--- src/rtl/bin2bcd_seq_if.sv ---
// Start/done bus between a requester and the bin2bcd_seq converter.
// Optional blank output exists only when BIN2BCD_BLANK_EN is defined.
interface bin2bcd_seq_if #(
    parameter int BIN_W  = 32,
    parameter int DIGITS = 9
);
    // start is taken only while busy=0; bin is captured on that edge.
    // done pulses one cycle when bcd/overflow (and blank) have just updated.
    logic                  start;
    logic [BIN_W-1:0]      bin;
    logic                  busy;
    logic                  done;
    logic [4*DIGITS-1:0]   bcd;
    logic                  overflow;
`ifdef BIN2BCD_BLANK_EN
    logic [DIGITS-1:0]     blank;
`endif

    modport master (
        output start,
        output bin,
        input  busy,
        input  done,
        input  bcd,
`ifdef BIN2BCD_BLANK_EN
        input  blank,
`endif
        input  overflow
    );

    modport slave (
        input  start,
        input  bin,
        output busy,
        output done,
        output bcd,
`ifdef BIN2BCD_BLANK_EN
        output blank,
`endif
        output overflow
    );
endinterface

--- src/rtl/bin2bcd_seq.sv ---
// Iterative double-dabble binary-to-BCD converter, one add-3/shift step per clock.
// Define BIN2BCD_BLANK_EN to add the leading-zero blank output on the bus.
module bin2bcd_seq #(
    parameter int BIN_W  = 32,
    parameter int DIGITS = 9
) (
    input  logic              clk,
    input  logic              rst,
    bin2bcd_seq_if.slave      bus,
    output logic [1:0]        o_state
);
    localparam int BCD_W = 4 * DIGITS;
    localparam int CNT_W = $clog2(BIN_W) + 1;

    typedef enum logic [1:0] {
        S_IDLE = 2'd0,
        S_CONV = 2'd1,
        S_DONE = 2'd2
    } state_t;

    state_t              r_state;
    state_t              w_state_next;
    logic                w_accept;
    logic                w_last;

    logic [BIN_W-1:0]    r_bin;
    logic [BCD_W-1:0]    r_work;
    logic                r_sticky;
    logic [CNT_W-1:0]    r_cnt;
    logic [BCD_W-1:0]    r_bcd;
    logic                r_ovf;

    logic [BCD_W-1:0]    w_adj;
    logic [BCD_W-1:0]    w_work_next;
    logic [BIN_W-1:0]    w_bin_next;
    logic                w_carry;

    always_ff @(posedge clk) begin
        if (rst) begin
            r_state <= S_IDLE;
        end else begin
            r_state <= w_state_next;
        end
    end

    always_comb begin
        w_state_next = r_state;
        w_accept     = 1'b0;
        w_last       = 1'b0;
        case (r_state)
            S_IDLE: begin
                if (bus.start) begin
                    w_accept     = 1'b1;
                    w_state_next = S_CONV;
                end
            end
            S_CONV: begin
                if (r_cnt == CNT_W'(BIN_W - 1)) begin
                    w_last       = 1'b1;
                    w_state_next = S_DONE;
                end
            end
            S_DONE: begin
                if (bus.start) begin
                    w_accept     = 1'b1;
                    w_state_next = S_CONV;
                end else begin
                    w_state_next = S_IDLE;
                end
            end
            default: w_state_next = S_IDLE;
        endcase
    end

    // Per-digit add-3 is 4-bit wide; no carry crosses digit boundaries.
    always_comb begin
        w_adj = r_work;
        for (int i = 0; i < DIGITS; i++) begin
            if (r_work[4*i +: 4] >= 4'd5) begin
                w_adj[4*i +: 4] = r_work[4*i +: 4] + 4'd3;
            end
        end
    end

    assign w_carry     = w_adj[BCD_W-1];
    assign w_work_next = {w_adj[BCD_W-2:0], r_bin[BIN_W-1]};
    assign w_bin_next  = {r_bin[BIN_W-2:0], 1'b0};

    always_ff @(posedge clk) begin
        if (rst) begin
            r_bin    <= '0;
            r_work   <= '0;
            r_sticky <= 1'b0;
            r_cnt    <= '0;
            r_bcd    <= '0;
            r_ovf    <= 1'b0;
        end else if (w_accept) begin
            r_bin    <= bus.bin;
            r_work   <= '0;
            r_sticky <= 1'b0;
            r_cnt    <= '0;
        end else if (r_state == S_CONV) begin
            r_bin    <= w_bin_next;
            r_work   <= w_work_next;
            r_sticky <= r_sticky | w_carry;
            r_cnt    <= r_cnt + CNT_W'(1);
            if (w_last) begin
                r_bcd <= w_work_next;
                r_ovf <= r_sticky | w_carry;
            end
        end
    end

`ifdef BIN2BCD_BLANK_EN
    logic [DIGITS-1:0]   r_blank;
    logic [DIGITS-1:0]   w_blank_next;

    // A digit blanks only if it and every more significant digit are zero.
    always_comb begin
        logic all_zero;
        all_zero     = 1'b1;
        w_blank_next = '0;
        for (int i = DIGITS - 1; i >= 0; i--) begin
            all_zero        = all_zero & (w_work_next[4*i +: 4] == 4'd0);
            w_blank_next[i] = all_zero;
        end
        w_blank_next[0] = 1'b0;
    end

    always_ff @(posedge clk) begin
        if (rst) begin
            r_blank <= {{(DIGITS-1){1'b1}}, 1'b0};
        end else if (w_last) begin
            r_blank <= w_blank_next;
        end
    end

    assign bus.blank = r_blank;
`endif

    assign bus.busy     = (r_state == S_CONV);
    assign bus.done     = (r_state == S_DONE);
    assign bus.bcd      = r_bcd;
    assign bus.overflow = r_ovf;
    assign o_state      = r_state;
endmodule

--- src/flat_wrapper.sv ---
// flat-port wrapper written by rule: the top's interface ports become plain ports
module bin2bcd_seq_flat 
#(
    parameter int BIN_W  = 32,
    parameter int DIGITS = 9
)
  (clk, rst, o_state, bus_start, bus_bin, bus_busy, bus_done, bus_bcd, bus_overflow);
  bin2bcd_seq_if #(.BIN_W(BIN_W), .DIGITS(DIGITS)) bus_i ();
  input  logic clk;
  input  logic rst;
  output logic [1:0] o_state;
  input wire logic [$bits(bus_i.start)-1:0] bus_start;
  input wire logic [$bits(bus_i.bin)-1:0] bus_bin;
  output wire logic [$bits(bus_i.busy)-1:0] bus_busy;
  output wire logic [$bits(bus_i.done)-1:0] bus_done;
  output wire logic [$bits(bus_i.bcd)-1:0] bus_bcd;
  output wire logic [$bits(bus_i.overflow)-1:0] bus_overflow;
  assign bus_i.start = bus_start;
  assign bus_i.bin = bus_bin;
  assign bus_busy = bus_i.busy;
  assign bus_done = bus_i.done;
  assign bus_bcd = bus_i.bcd;
  assign bus_overflow = bus_i.overflow;
  bin2bcd_seq #(.BIN_W(BIN_W), .DIGITS(DIGITS)) u_core (.clk(clk), .rst(rst), .bus(bus_i), .o_state(o_state));
endmodule
--- config.mk ---
export PLATFORM = sky130hd
export DESIGN_NAME = bin2bcd_seq_flat
export DESIGN_NICKNAME = d
export VERILOG_FILES = /design/src/rtl/bin2bcd_seq_if.sv /design/src/rtl/bin2bcd_seq.sv /design/src/flat_wrapper.sv
export SDC_FILE = /design/constraint.sdc
export NUM_CORES = 1
export LEC_CHECK = 0
export ABC_AREA = 1
export ABC_CLOCK_PERIOD_IN_PS = 1800
export BUFFER_PORTS_ARGS = -buffer_cell sky130_fd_sc_hd__buf_2
export CORE_MARGIN = 1
export CORE_UTILIZATION = 55
export DETAILED_ROUTE_END_ITERATION = 10
export MAX_ROUTING_LAYER = met4
export PLACE_DENSITY = 0.77
export SYNTH_ARGS = -nofsm -noshare
export SYNTH_HDL_FRONTEND = slang
export SYNTH_SLANG_ARGS = --single-unit
--- constraint.sdc ---
create_clock -name clk -period 1.8 [get_ports clk]
set_clock_uncertainty 0.2 [all_clocks]
set_input_delay 0.36 -clock clk [delete_from_list [all_inputs] [get_ports clk]]
set_output_delay 0.36 -clock clk [all_outputs]
set_load 0.01 [all_outputs]
# Yosys cells after proc, flatten, opt, wreduce, memory -nomap -nowiden
# Index checks and enable logic that the tools add are counted.
[word_totals]
regBits = 114
latchBits = 0
ramBits = 0
mem_bits_ro = 0
word_cells = 58
memories = 0
[op_classes]
addsub = 10
n_mul = 0
n_div = 0
n_lt_le_gt_ge = 9
n_eq_ne = 5
shifts = 0
muxes = 19
n_bitwise = 2
reduce_logical = 6
[ops]
columns = ["op", "n"]
rows = [
  ["$mux 32", 2],
  ["$add 4x2->4 const B", 9],
  ["$ge 4x3->1 const B", 9],
  ["$mux 4", 9],
  ["$add 6x1->6 const B", 1],
  ["$eq 6x5->1 const B", 1],
  ["$pmux 2 s3", 1],
  ["$mux 1", 5],
  ["$mux 2", 2],
  ["$reduce_or 2->1", 2],
  ["$reduce_and 3->1", 1],
  ["$eq 2x1->1 const B", 1],
  ["$eq 2x2->1 const B", 1],
  ["$logic_not 2->1", 1],
  ["$ne 2x1->1 const B", 1],
  ["$ne 2x2->1 const B", 1],
  ["$reduce_and 2->1", 1],
  ["$reduce_bool 2->1", 1],
  ["$not 1->1", 1],
  ["$or 1x1->1", 1],
]

# Longest topological paths before layout
# Gate-level depths: netlist (run 1).
[depth]
word_depth = 5
mapped_depth = 11
mapped_depth_nobuf = 11

# Worst setup path before layout (run 1)
# Ideal clock, no wire load.
[synth_timing]
kind = "reg2reg"
from = "register u_core.r_cnt[0]"
to = "register u_core.r_bcd[1] (netlist: u_core.bus.bcd[1])"
setup_ps = 117
arrival_time_ps = 1223
setup_slack_ps = 260
stages_incl_launch_ff = 10
path_buffers = 1
synth_period_minus_slack_ps = 1540
cell_sequence = "dfxtp_1 -> ha_1 -> nand2_1 -> nor2_2 -> nand2_2 -> nor2_8 -> inv_4 -> buf_6 -> nor2_1 -> nor2_1"
[synth_between]
elab_chain_len = 4
[synth_rtl]
columns = ["item", "line_no", "text"]
rows = [
  ["start, declared", "bin2bcd_seq.sv:29", "logic [CNT_W-1:0] r_cnt;"],
  ["start signal, assigned", "bin2bcd_seq.sv:106", "r_cnt <= r_cnt + CNT_W'(1);"],
  ["$eq 6x5->1", "bin2bcd_seq.sv:58", "if (r_cnt == CNT_W'(BIN_W - 1)) begin"],
  ["$mux 1", "bin2bcd_seq.sv:58", ""],
  ["$mux 1", "bin2bcd_seq.sv:50", "case (r_state)"],
  ["$reduce_and 3->1 (no source line)", "n/a", ""],
  ["end signal, assigned", "bin2bcd_seq.sv:108", "r_bcd <= w_work_next;"],
  ["end, declared", "bin2bcd_seq.sv:30", "logic [BCD_W-1:0] r_bcd;"],
]
# Every way passes these cells.
# A chain may end at the register's enable or synchronous reset.

# Worst setup path in the final report (run 1)
[layout_timing]
from = "register u_core.r_cnt[0]"
to = "register u_core.r_bcd[28] (netlist: u_core.bus.bcd[28])"
# The elaborated chain is that of the path after synthesis.

==> Flow_metrics.wiki, run 1 <==
{| class="wikitable"
! Metric !! Value
|-
| Routed length per placed instance || 13.5 µm
|-
| Setup slack of the critical path after layout || around 0.036 ns
|-
| Share of the yosys chip area belonging to registers || approximately two fifths
|-
| Destination of the worst register-to-register timing path || u_core.bus.bcd[28]$_SDFFE_PP0P_
|-
| PnR Total Power || 6880 µW
|-
| Leakage power || between 0.003 and 0.004 µW
|-
| Clock transition at path regs || ~0.060 ns
|-
| Clock tree from TritonCTS || yes
|-
| Number of max-cap violations || 0
|-
| Tcrit/Tclk final || a little over nine tenths
|-
| Multi-input gate area || about 0.0025 mm²
|-
| Met3 capacity usage during global routing || just over 7%
|-
| Placement-stage cell area || around 0.0059 mm²
|-
| Cell Rows || 35
|-
| Number of warnings reported in the yosys synthesis log || 0
|-
| Finished layout cell area || about 0.0069 mm²
|-
| Highest ir drop seen on vdd || around 680 µV
|-
| Status || finished clean
|-
| Remaining DRCs || 0
|-
| Highest net fanout along the worst path || 36
|-
| 1st-pass router iterations || 5
|-
| Worst slew margin relative to its limit || 76.0%
|-
| Finish-stage setup viols || 0
|-
| Category of the critical setup timing path || reg -> reg
|-
| Num CTS Buffers || 17
|-
| Number of nets in the final layout || roughly 940
|-
| Maximum clock insertion buffer count || 2
|-
| Power density relative to cell area || 993 mW/mm²
|-
| Hold Crit Depth || 3
|-
| Actual slew at the worst max-slew pin || 0.356 ns
|-
| Vias in the first global route || 5084
|-
| Filler Cell Count || between 700 and 800
|-
| Met2 track demand over resource || 48.9%
|-
| Routability cong. || about 0.9
|-
| Met1 usage in global routing || 33.2%
|-
| Vias post-DR || 5410
|-
| Global route overflow || 0
|-
| Die Footprint || roughly 0.01 mm²
|-
| Most common cell after layout, fill and taps aside || sky130_fd_sc_hd__nand2_1
|-
| Busiest metal layer after global routing || met2
|-
| Floorplan Core Area || 0.00942 mm²
|-
| Clock sink total || between 100 and 150
|-
| Effective utilization at floorplan || approximately 58%
|-
| Num ports || 76
|-
| Post-route antenna net violation count || 0
|-
| Avg Cell Area, Syn || 6.99 µm²
|-
| Reg-to-Reg Start || u_core.r_cnt[0]$_SDFFE_PP0P_
|-
| Iteration-0 DRC count of the detailed router || roughly 370
|-
| Logic depth of the worst register-to-register path || 9
|-
| Worst setup endpoint || u_core.bus.bcd[28]$_SDFFE_PP0P_
|-
| Syn Std Cell Area || 0.00544 mm²
|-
| Buffers on Ports || 75
|-
| Overall die height || about 100 µm
|-
| Growth of design area from synthesis to finish || 27.3%
|-
| FF+latch count, synth || 114
|-
| Synth Instances || about 780
|-
| Combined flip-flop and latch cell area || roughly 0.0023 mm²
|-
| Routed wire length || about 14000 µm
|-
| Number of antenna violations at the first check in global routing || 0
|-
| Worst EP arrival || 1.97 ns
|-
| Share of cells above drive strength 1 || between 15 and 20%
|-
| Number of antenna diodes || 0
|-
| Worst Setup Start Kind || flip-flop
|-
| Count of endpoints failing hold in the final timing report || 0
|-
| Final Critical Period || ~1.8 ns
|-
| Count of unique library cells instantiated by Yosys || 27
|-
| Setup crit start || u_core.r_cnt[0]$_SDFFE_PP0P_
|-
| Root buffer selected by CTS || sky130_fd_sc_hd__clkbuf_8
|-
| Pin count of the biggest net entering global routing || 47
|-
| Net count after synthesis || approximately 830
|-
| Capturing element type of the critical path || flip-flop
|-
| Fin. max-slew vios || 0
|-
| Required time reported for the critical path endpoint || about 2.0 ns
|-
| Highest-count cells in the layout ignoring fill and taps || sky130_fd_sc_hd__nand2_1, sky130_fd_sc_hd__dfxtp_1, sky130_fd_sc_hd__o21ai_0, sky130_fd_sc_hd__inv_1, sky130_fd_sc_hd__nor2_1
|-
| Number of H-tree levels || 4
|-
| Worst Hold Class || in -> reg
|-
| Vias per inst || 5.26
|-
| Die W || ~100 µm
|-
| Clock latency of the later-clocked register in the worst-skew pair || between 0.5 and 0.6 ns
|-
| Reg2reg setup slack || ~0.036 ns
|-
| Post-DP HPWL || 8530 µm
|-
| Wire length of the first global-routing pass || between 20000 and 25000 µm
|-
| Max Fclk || around 570 MHz
|-
| Final Hold Slack || roughly 0.061 ns
|-
| Global-route usage over all layers || between 20 and 30%
|-
| Worst slack after detailed placement || roughly 0.042 ns
|}
[layer usage]
metal  wire, µm  share of wire (%)  vias up
met4        301                2.2        0
met2       6670                 48      212
met1       5990                 43     2436
met5          0                  0        -
li1           -                  -     2730
met3        928                6.7       32
[report_power, final]
part / switching, µW / internal (µW)
Clock: 1140 / 2200
Sequential: 84.3 / 2650
Combinational: 492 / 311
[flip-flops by register name, summed over array words and instances, names as in the netlist]
signal	cells
u_core.bus.overflow	1
u_core.r_bin	32
u_core.bus.bcd	36
u_core.r_sticky	1
u_core.r_cnt	6
u_core.o_state	2
u_core.r_work	36
[worst max-delay path, cell delays in order, from the launching register on]
cell and delay (ns):
sky130_fd_sc_hd__dfxtp_2 0.35, sky130_fd_sc_hd__ha_1 0.18, sky130_fd_sc_hd__nand2_1 0.09, sky130_fd_sc_hd__nor2_2 0.14
sky130_fd_sc_hd__nand2_2 0.11, sky130_fd_sc_hd__nor2_8 0.13, sky130_fd_sc_hd__buf_12 0.15, sky130_fd_sc_hd__inv_12 0.07
sky130_fd_sc_hd__nor2_1 0.16, sky130_fd_sc_hd__nor2_1 0.06
[repair_timing]
item,4_1_cts,5_1_grt
endpoints found under the setup margin,1,66
cloned,0,1
pin swaps,1,0
resized for setup,5,28
buffers inserted,2,4
hold endpoints to repair,33,0
hold buffers,32,0
[cell usage after synthesis]
| cell | instances | share of area, % |
|---|---|---|
| sky130_fd_sc_hd__a211oi_1 | 1 | 0.14 |
| sky130_fd_sc_hd__a21oi_1 | 60 | 5.5 |
| sky130_fd_sc_hd__buf_1 | 1 | 0.069 |
| sky130_fd_sc_hd__buf_2 | 12 | 1.1 |
| sky130_fd_sc_hd__buf_4 | 7 | 0.97 |
| sky130_fd_sc_hd__buf_6 | 9 | 1.9 |
| sky130_fd_sc_hd__clkbuf_1 | 8 | 0.55 |
| sky130_fd_sc_hd__clkinv_1 | 1 | 0.069 |
| sky130_fd_sc_hd__clkinv_2 | 1 | 0.092 |
| sky130_fd_sc_hd__dfxtp_1 | 114 | 42 |
| sky130_fd_sc_hd__ha_1 | 19 | 4.4 |
| sky130_fd_sc_hd__inv_1 | 96 | 6.6 |
| sky130_fd_sc_hd__inv_2 | 4 | 0.28 |
| sky130_fd_sc_hd__inv_4 | 1 | 0.12 |
| sky130_fd_sc_hd__nand2_1 | 153 | 11 |
| sky130_fd_sc_hd__nand2_2 | 2 | 0.23 |
| sky130_fd_sc_hd__nand2_4 | 3 | 0.62 |
| sky130_fd_sc_hd__nand3_1 | 65 | 6.0 |
| sky130_fd_sc_hd__nor2_1 | 83 | 5.7 |
| sky130_fd_sc_hd__nor2_2 | 1 | 0.12 |
| sky130_fd_sc_hd__nor2_8 | 1 | 0.37 |
| sky130_fd_sc_hd__nor3_1 | 14 | 1.3 |
| sky130_fd_sc_hd__nor3b_1 | 1 | 0.14 |
| sky130_fd_sc_hd__o2111a_1 | 1 | 0.21 |
| sky130_fd_sc_hd__o211ai_1 | 1 | 0.14 |
| sky130_fd_sc_hd__o21ai_0 | 115 | 11 |
| sky130_fd_sc_hd__o21ai_1 | 4 | 0.37 |
[cell type report]
| type | count | share of cell area, % |
|---|---|---|
| Sequential cell | 114 | 33.1 |
| Clock buffer | 21 | 6.63 |
| Tap cell | 129 | 2.33 |
| Multi-Input combinational cell | 524 | 36.8 |
| Inverter | 103 | 5.94 |
| Timing Repair Buffer | 128 | 13.3 |
| Clock inverter | 10 | 1.92 |
[worst min path at each step]
stage                                          startpoint                               to  slack, ns
after floorplan             u_core.r_bin[31]$_SDFFE_PP0P_   u_core.bus.bcd[0]$_SDFFE_PP0P_       0.23
after global placement       u_core.r_sticky$_SDFFE_PP0P_     u_core.r_sticky$_SDFFE_PP0P_       0.25
after detailed placement  u_core.bus.bcd[26]$_SDFFE_PP0P_  u_core.bus.bcd[26]$_SDFFE_PP0P_       0.26
after CTS                                      bus_bin[1]     u_core.r_bin[1]$_SDFFE_PP0P_       0.05
after global routing                           bus_bin[1]     u_core.r_bin[1]$_SDFFE_PP0P_       0.06
final                                          bus_bin[1]     u_core.r_bin[1]$_SDFFE_PP0P_       0.06
[logic make-up after synthesis]
family                   share of synthesized area (%)
AND/OR/NAND/NOR                                   25.0
AO/OA/AOI/OAI                                     16.9
buffers and inverters                             11.7
flip-flops                                        41.9
adder cells (fa/ha/maj)                           4.37
[stage by stage]
stage | setup TNS [ns] | util (%) | cells
after global routing | -0.558 | 73.6 | 1029
after global placement | 0 | 62.2 | 959
after detailed placement | 0 | 62.2 | 959
after CTS | 0 | 72.2 | 1024
after floorplan | 0 | - | 778
final | 0 | 73.6 | 1029
No activity file was read; power rests on OpenSTA's default activity.
==> run 2: changes to the inputs <==
Settings changed: CELL_PAD_IN_SITES_DETAIL_PLACEMENT set to 1, CELL_PAD_IN_SITES_GLOBAL_PLACEMENT set to 1, CORE_UTILIZATION 55 to 41, PLACE_DENSITY 0.77 to unset, PLACE_DENSITY_LB_ADDON set to 0.1.
==> Flow_metrics.wiki, run 2 (synthesis gave the netlist of run 1 again) <==
{| class="wikitable"
! Metric !! Value
|-
| Status || finished clean (unchanged)
|-
| Max Fclk || 567 MHz (about the same)
|-
| Actual slew at the worst max-slew pin || 0.400 ns (was 0.356 ns)
|-
| Highest ir drop seen on vdd || 618 µV (was 682 µV)
|-
| Setup repair after global routing missed its margin || true
|-
| Worst EP arrival || 1.90 ns (was 1.97 ns)
|-
| Num CTS Buffers || 17 (unchanged)
|-
| 1st-pass router iterations || 4 (was 5)
|-
| Floorplan Core Area || 0.0128 mm² (was 0.00942 mm²)
|-
| Final Hold Slack || 0.00646 ns (was 0.0611 ns)
|-
| Final Critical Period || 1.76 ns (about the same)
|-
| Routed length per placed instance || 15.4 µm (was 13.5 µm)
|-
| Maximum clock insertion buffer count || 2 (unchanged)
|-
| Effective utilization at floorplan || 42.6% (was 57.8%)
|-
| Number of nets in the final layout || 927 (was 942)
|-
| Total Neg Setup Slack || 0 ns (unchanged)
|-
| Growth of design area from synthesis to finish || 26.1% (was 27.3%)
|-
| Number of antenna diodes || 0 (unchanged)
|-
| Worst slew margin relative to its limit || 73.1% (was 76.0%)
|-
| Finish-stage setup viols || 0 (unchanged)
|-
| Overall die height || 117 µm (was 101 µm)
|-
| Tcrit/Tclk final || 97.9% (was 98.0%)
|-
| Capturing element type of the critical path || flip-flop (unchanged)
|-
| Cell Rows || 41 (was 35)
|-
| Buffers on Ports || 75 (unchanged)
|-
| Share of cells above drive strength 1 || 17.8% (was 16.7%)
|-
| Clock sink total || 114 (unchanged)
|-
| Highest net fanout along the worst path || 7 (was 36)
|-
| Fin. max-slew vios || 0 (unchanged)
|-
| Setup slack of the critical path after layout || 0.0370 ns (was 0.0364 ns)
|-
| Post-route insts no fill || 1055 (was 1029)
|-
| Number of max-cap violations || 0 (unchanged)
|-
| Die Footprint || 0.0137 mm² (was 0.0103 mm²)
|-
| Highest-count cells in the layout ignoring fill and taps || sky130_fd_sc_hd__nand2_1, sky130_fd_sc_hd__dfxtp_1, sky130_fd_sc_hd__o21ai_0, sky130_fd_sc_hd__inv_1, sky130_fd_sc_hd__nor2_1 (unchanged)
|-
| Number of antenna violations at the first check in global routing || 0 (unchanged)
|-
| Power density relative to cell area || 1000 mW/mm² (was 993 mW/mm²)
|-
| Vias in the first global route || 5480 (was 5084)
|-
| Iteration-0 DRC count of the detailed router || 196 (was 373)
|-
| Die W || 117 µm (was 101 µm)
|-
| Vias per inst || 5.10 (was 5.26)
|-
| Post-DP HPWL || 10300 µm (was 8530 µm)
|-
| Required time reported for the critical path endpoint || 1.94 ns (was 2.01 ns)
|-
| Number of H-tree levels || 4 (unchanged)
|-
| Global-route usage over all layers || 25.0% (was 29.0%)
|-
| Routability cong. || 0.830 (was 0.907)
|-
| PnR Total Power || 6890 µW (was 6880 µW)
|-
| Vias post-DR || 5384 (was 5410)
|-
| Pin count of the biggest net entering global routing || 51 (was 47)
|-
| Remaining DRCs || 0 (unchanged)
|-
| Clock latency of the later-clocked register in the worst-skew pair || 0.41 ns (was 0.52 ns)
|-
| Worst Setup Start Kind || flip-flop (unchanged)
|-
| Worst slack after detailed placement || 0.0116 ns (was 0.0417 ns)
|-
| Clock transition at path regs || 0.05 ns (was 0.06 ns)
|-
| Count of endpoints failing hold in the final timing report || 0 (unchanged)
|-
| Worst Hold Class || in -> reg (unchanged)
|-
| Clock tree from TritonCTS || yes (unchanged)
|-
| Most common cell after layout, fill and taps aside || sky130_fd_sc_hd__nand2_1 (unchanged)
|-
| Root buffer selected by CTS || sky130_fd_sc_hd__clkbuf_16 (was sky130_fd_sc_hd__clkbuf_8)
|-
| Routed wire length || 16300 µm (was 13900 µm)
|-
| Global route overflow || 0 (unchanged)
|-
| # placed instances || 1006 (was 959)
|-
| Num ports || 76 (unchanged)
|-
| Post-route antenna net violation count || 0 (unchanged)
|-
| Category of the critical setup timing path || reg -> reg (unchanged)
|-
| Leakage power || 0.00342 µW (was 0.00347 µW)
|-
| Wire length of the first global-routing pass || 25600 µm (was 22600 µm)
|}
==> run 2: cell types whose count changed in the layout (fill, tap and decap cells not counted), sizes merged <==
cell	delta
dlygate4sd3	-21
buf	+5
clkinvlp	-4
inv	+3
clkbuf	+2
clkinv	-2
==> run 2: path summary, 6_finish.rpt <==
check / from / endpoint / slack (ns) / cells after the start
worst max-delay path: u_core.r_cnt[1]$_SDFFE_PP0P_ / u_core.bus.bcd[15]$_SDFFE_PP0P_ / 0.04 / 9
worst max register to register: u_core.r_cnt[1]$_SDFFE_PP0P_ / u_core.bus.bcd[15]$_SDFFE_PP0P_ / 0.04 / 9
worst min register to register: u_core.r_bin[31]$_SDFFE_PP0P_ / u_core.bus.bcd[0]$_SDFFE_PP0P_ / 0.27 / 2
worst min-delay path: bus_bin[4] / u_core.r_bin[4]$_SDFFE_PP0P_ / 0.006 / 3
==> run 2: cell type report <==
type	count	area, µm²
Multi-Input combinational cell	524	2580
Tap cell	172	215
Timing Repair Buffer	112	779
Fill cell	1677	5910
Clock buffer	23	478
Inverter	103	407
Timing Repair inverter	1	8.76
Clock inverter	6	105
Sequential cell	114	2290
==> run 2: metrics by stage <==
stage / utilization [%] / area [µm²]
6_report: 53.7 / 6860
3_3_place_gp: 46.6 / 5960
3_5_place_dp: 46.6 / 5960
2_1_floorplan: - / 5440
4_1_cts: 52.2 / 6670
5_1_grt: 53.7 / 6860
==> run 2: critical path, cell delays in order (launching register included) <==
cell and delay, ns:
sky130_fd_sc_hd__dfxtp_4 0.37, sky130_fd_sc_hd__ha_4 0.13, sky130_fd_sc_hd__nand2_1 0.06, sky130_fd_sc_hd__nor2_2 0.14
sky130_fd_sc_hd__nand2_2 0.11, sky130_fd_sc_hd__nor2_8 0.17, sky130_fd_sc_hd__buf_4 0.15, sky130_fd_sc_hd__nand2_4 0.06
sky130_fd_sc_hd__buf_6 0.15, sky130_fd_sc_hd__o21ai_0 0.13
==> run 2: what timing repair did <==
item                       in CTS  in global routing
hold buffers                   11                  0
gates cloned                    0                  2
setup buffers                   1                  6
pin swaps                       1                  8
gates resized for setup         3                 44
hold endpoints to repair       12                  0
setup endpoints to repair       2                 68
==> run 2: power by group <==
part           switching (µW)  internal (µW)
sequential               84.3           2650
combinational             496            279
clock                    1130           2250
==> run 2: metal layers <==
metal | wire length [µm] | vias to the layer above | track usage (%)
li1 | - | 2687 | -
met1 | 7270 | 2563 | 28.4
met2 | 8190 | 108 | 43.3
met3 | 520 | 26 | 6.02
met4 | 307 | 0 | 7.85
met5 | 0 | - | -
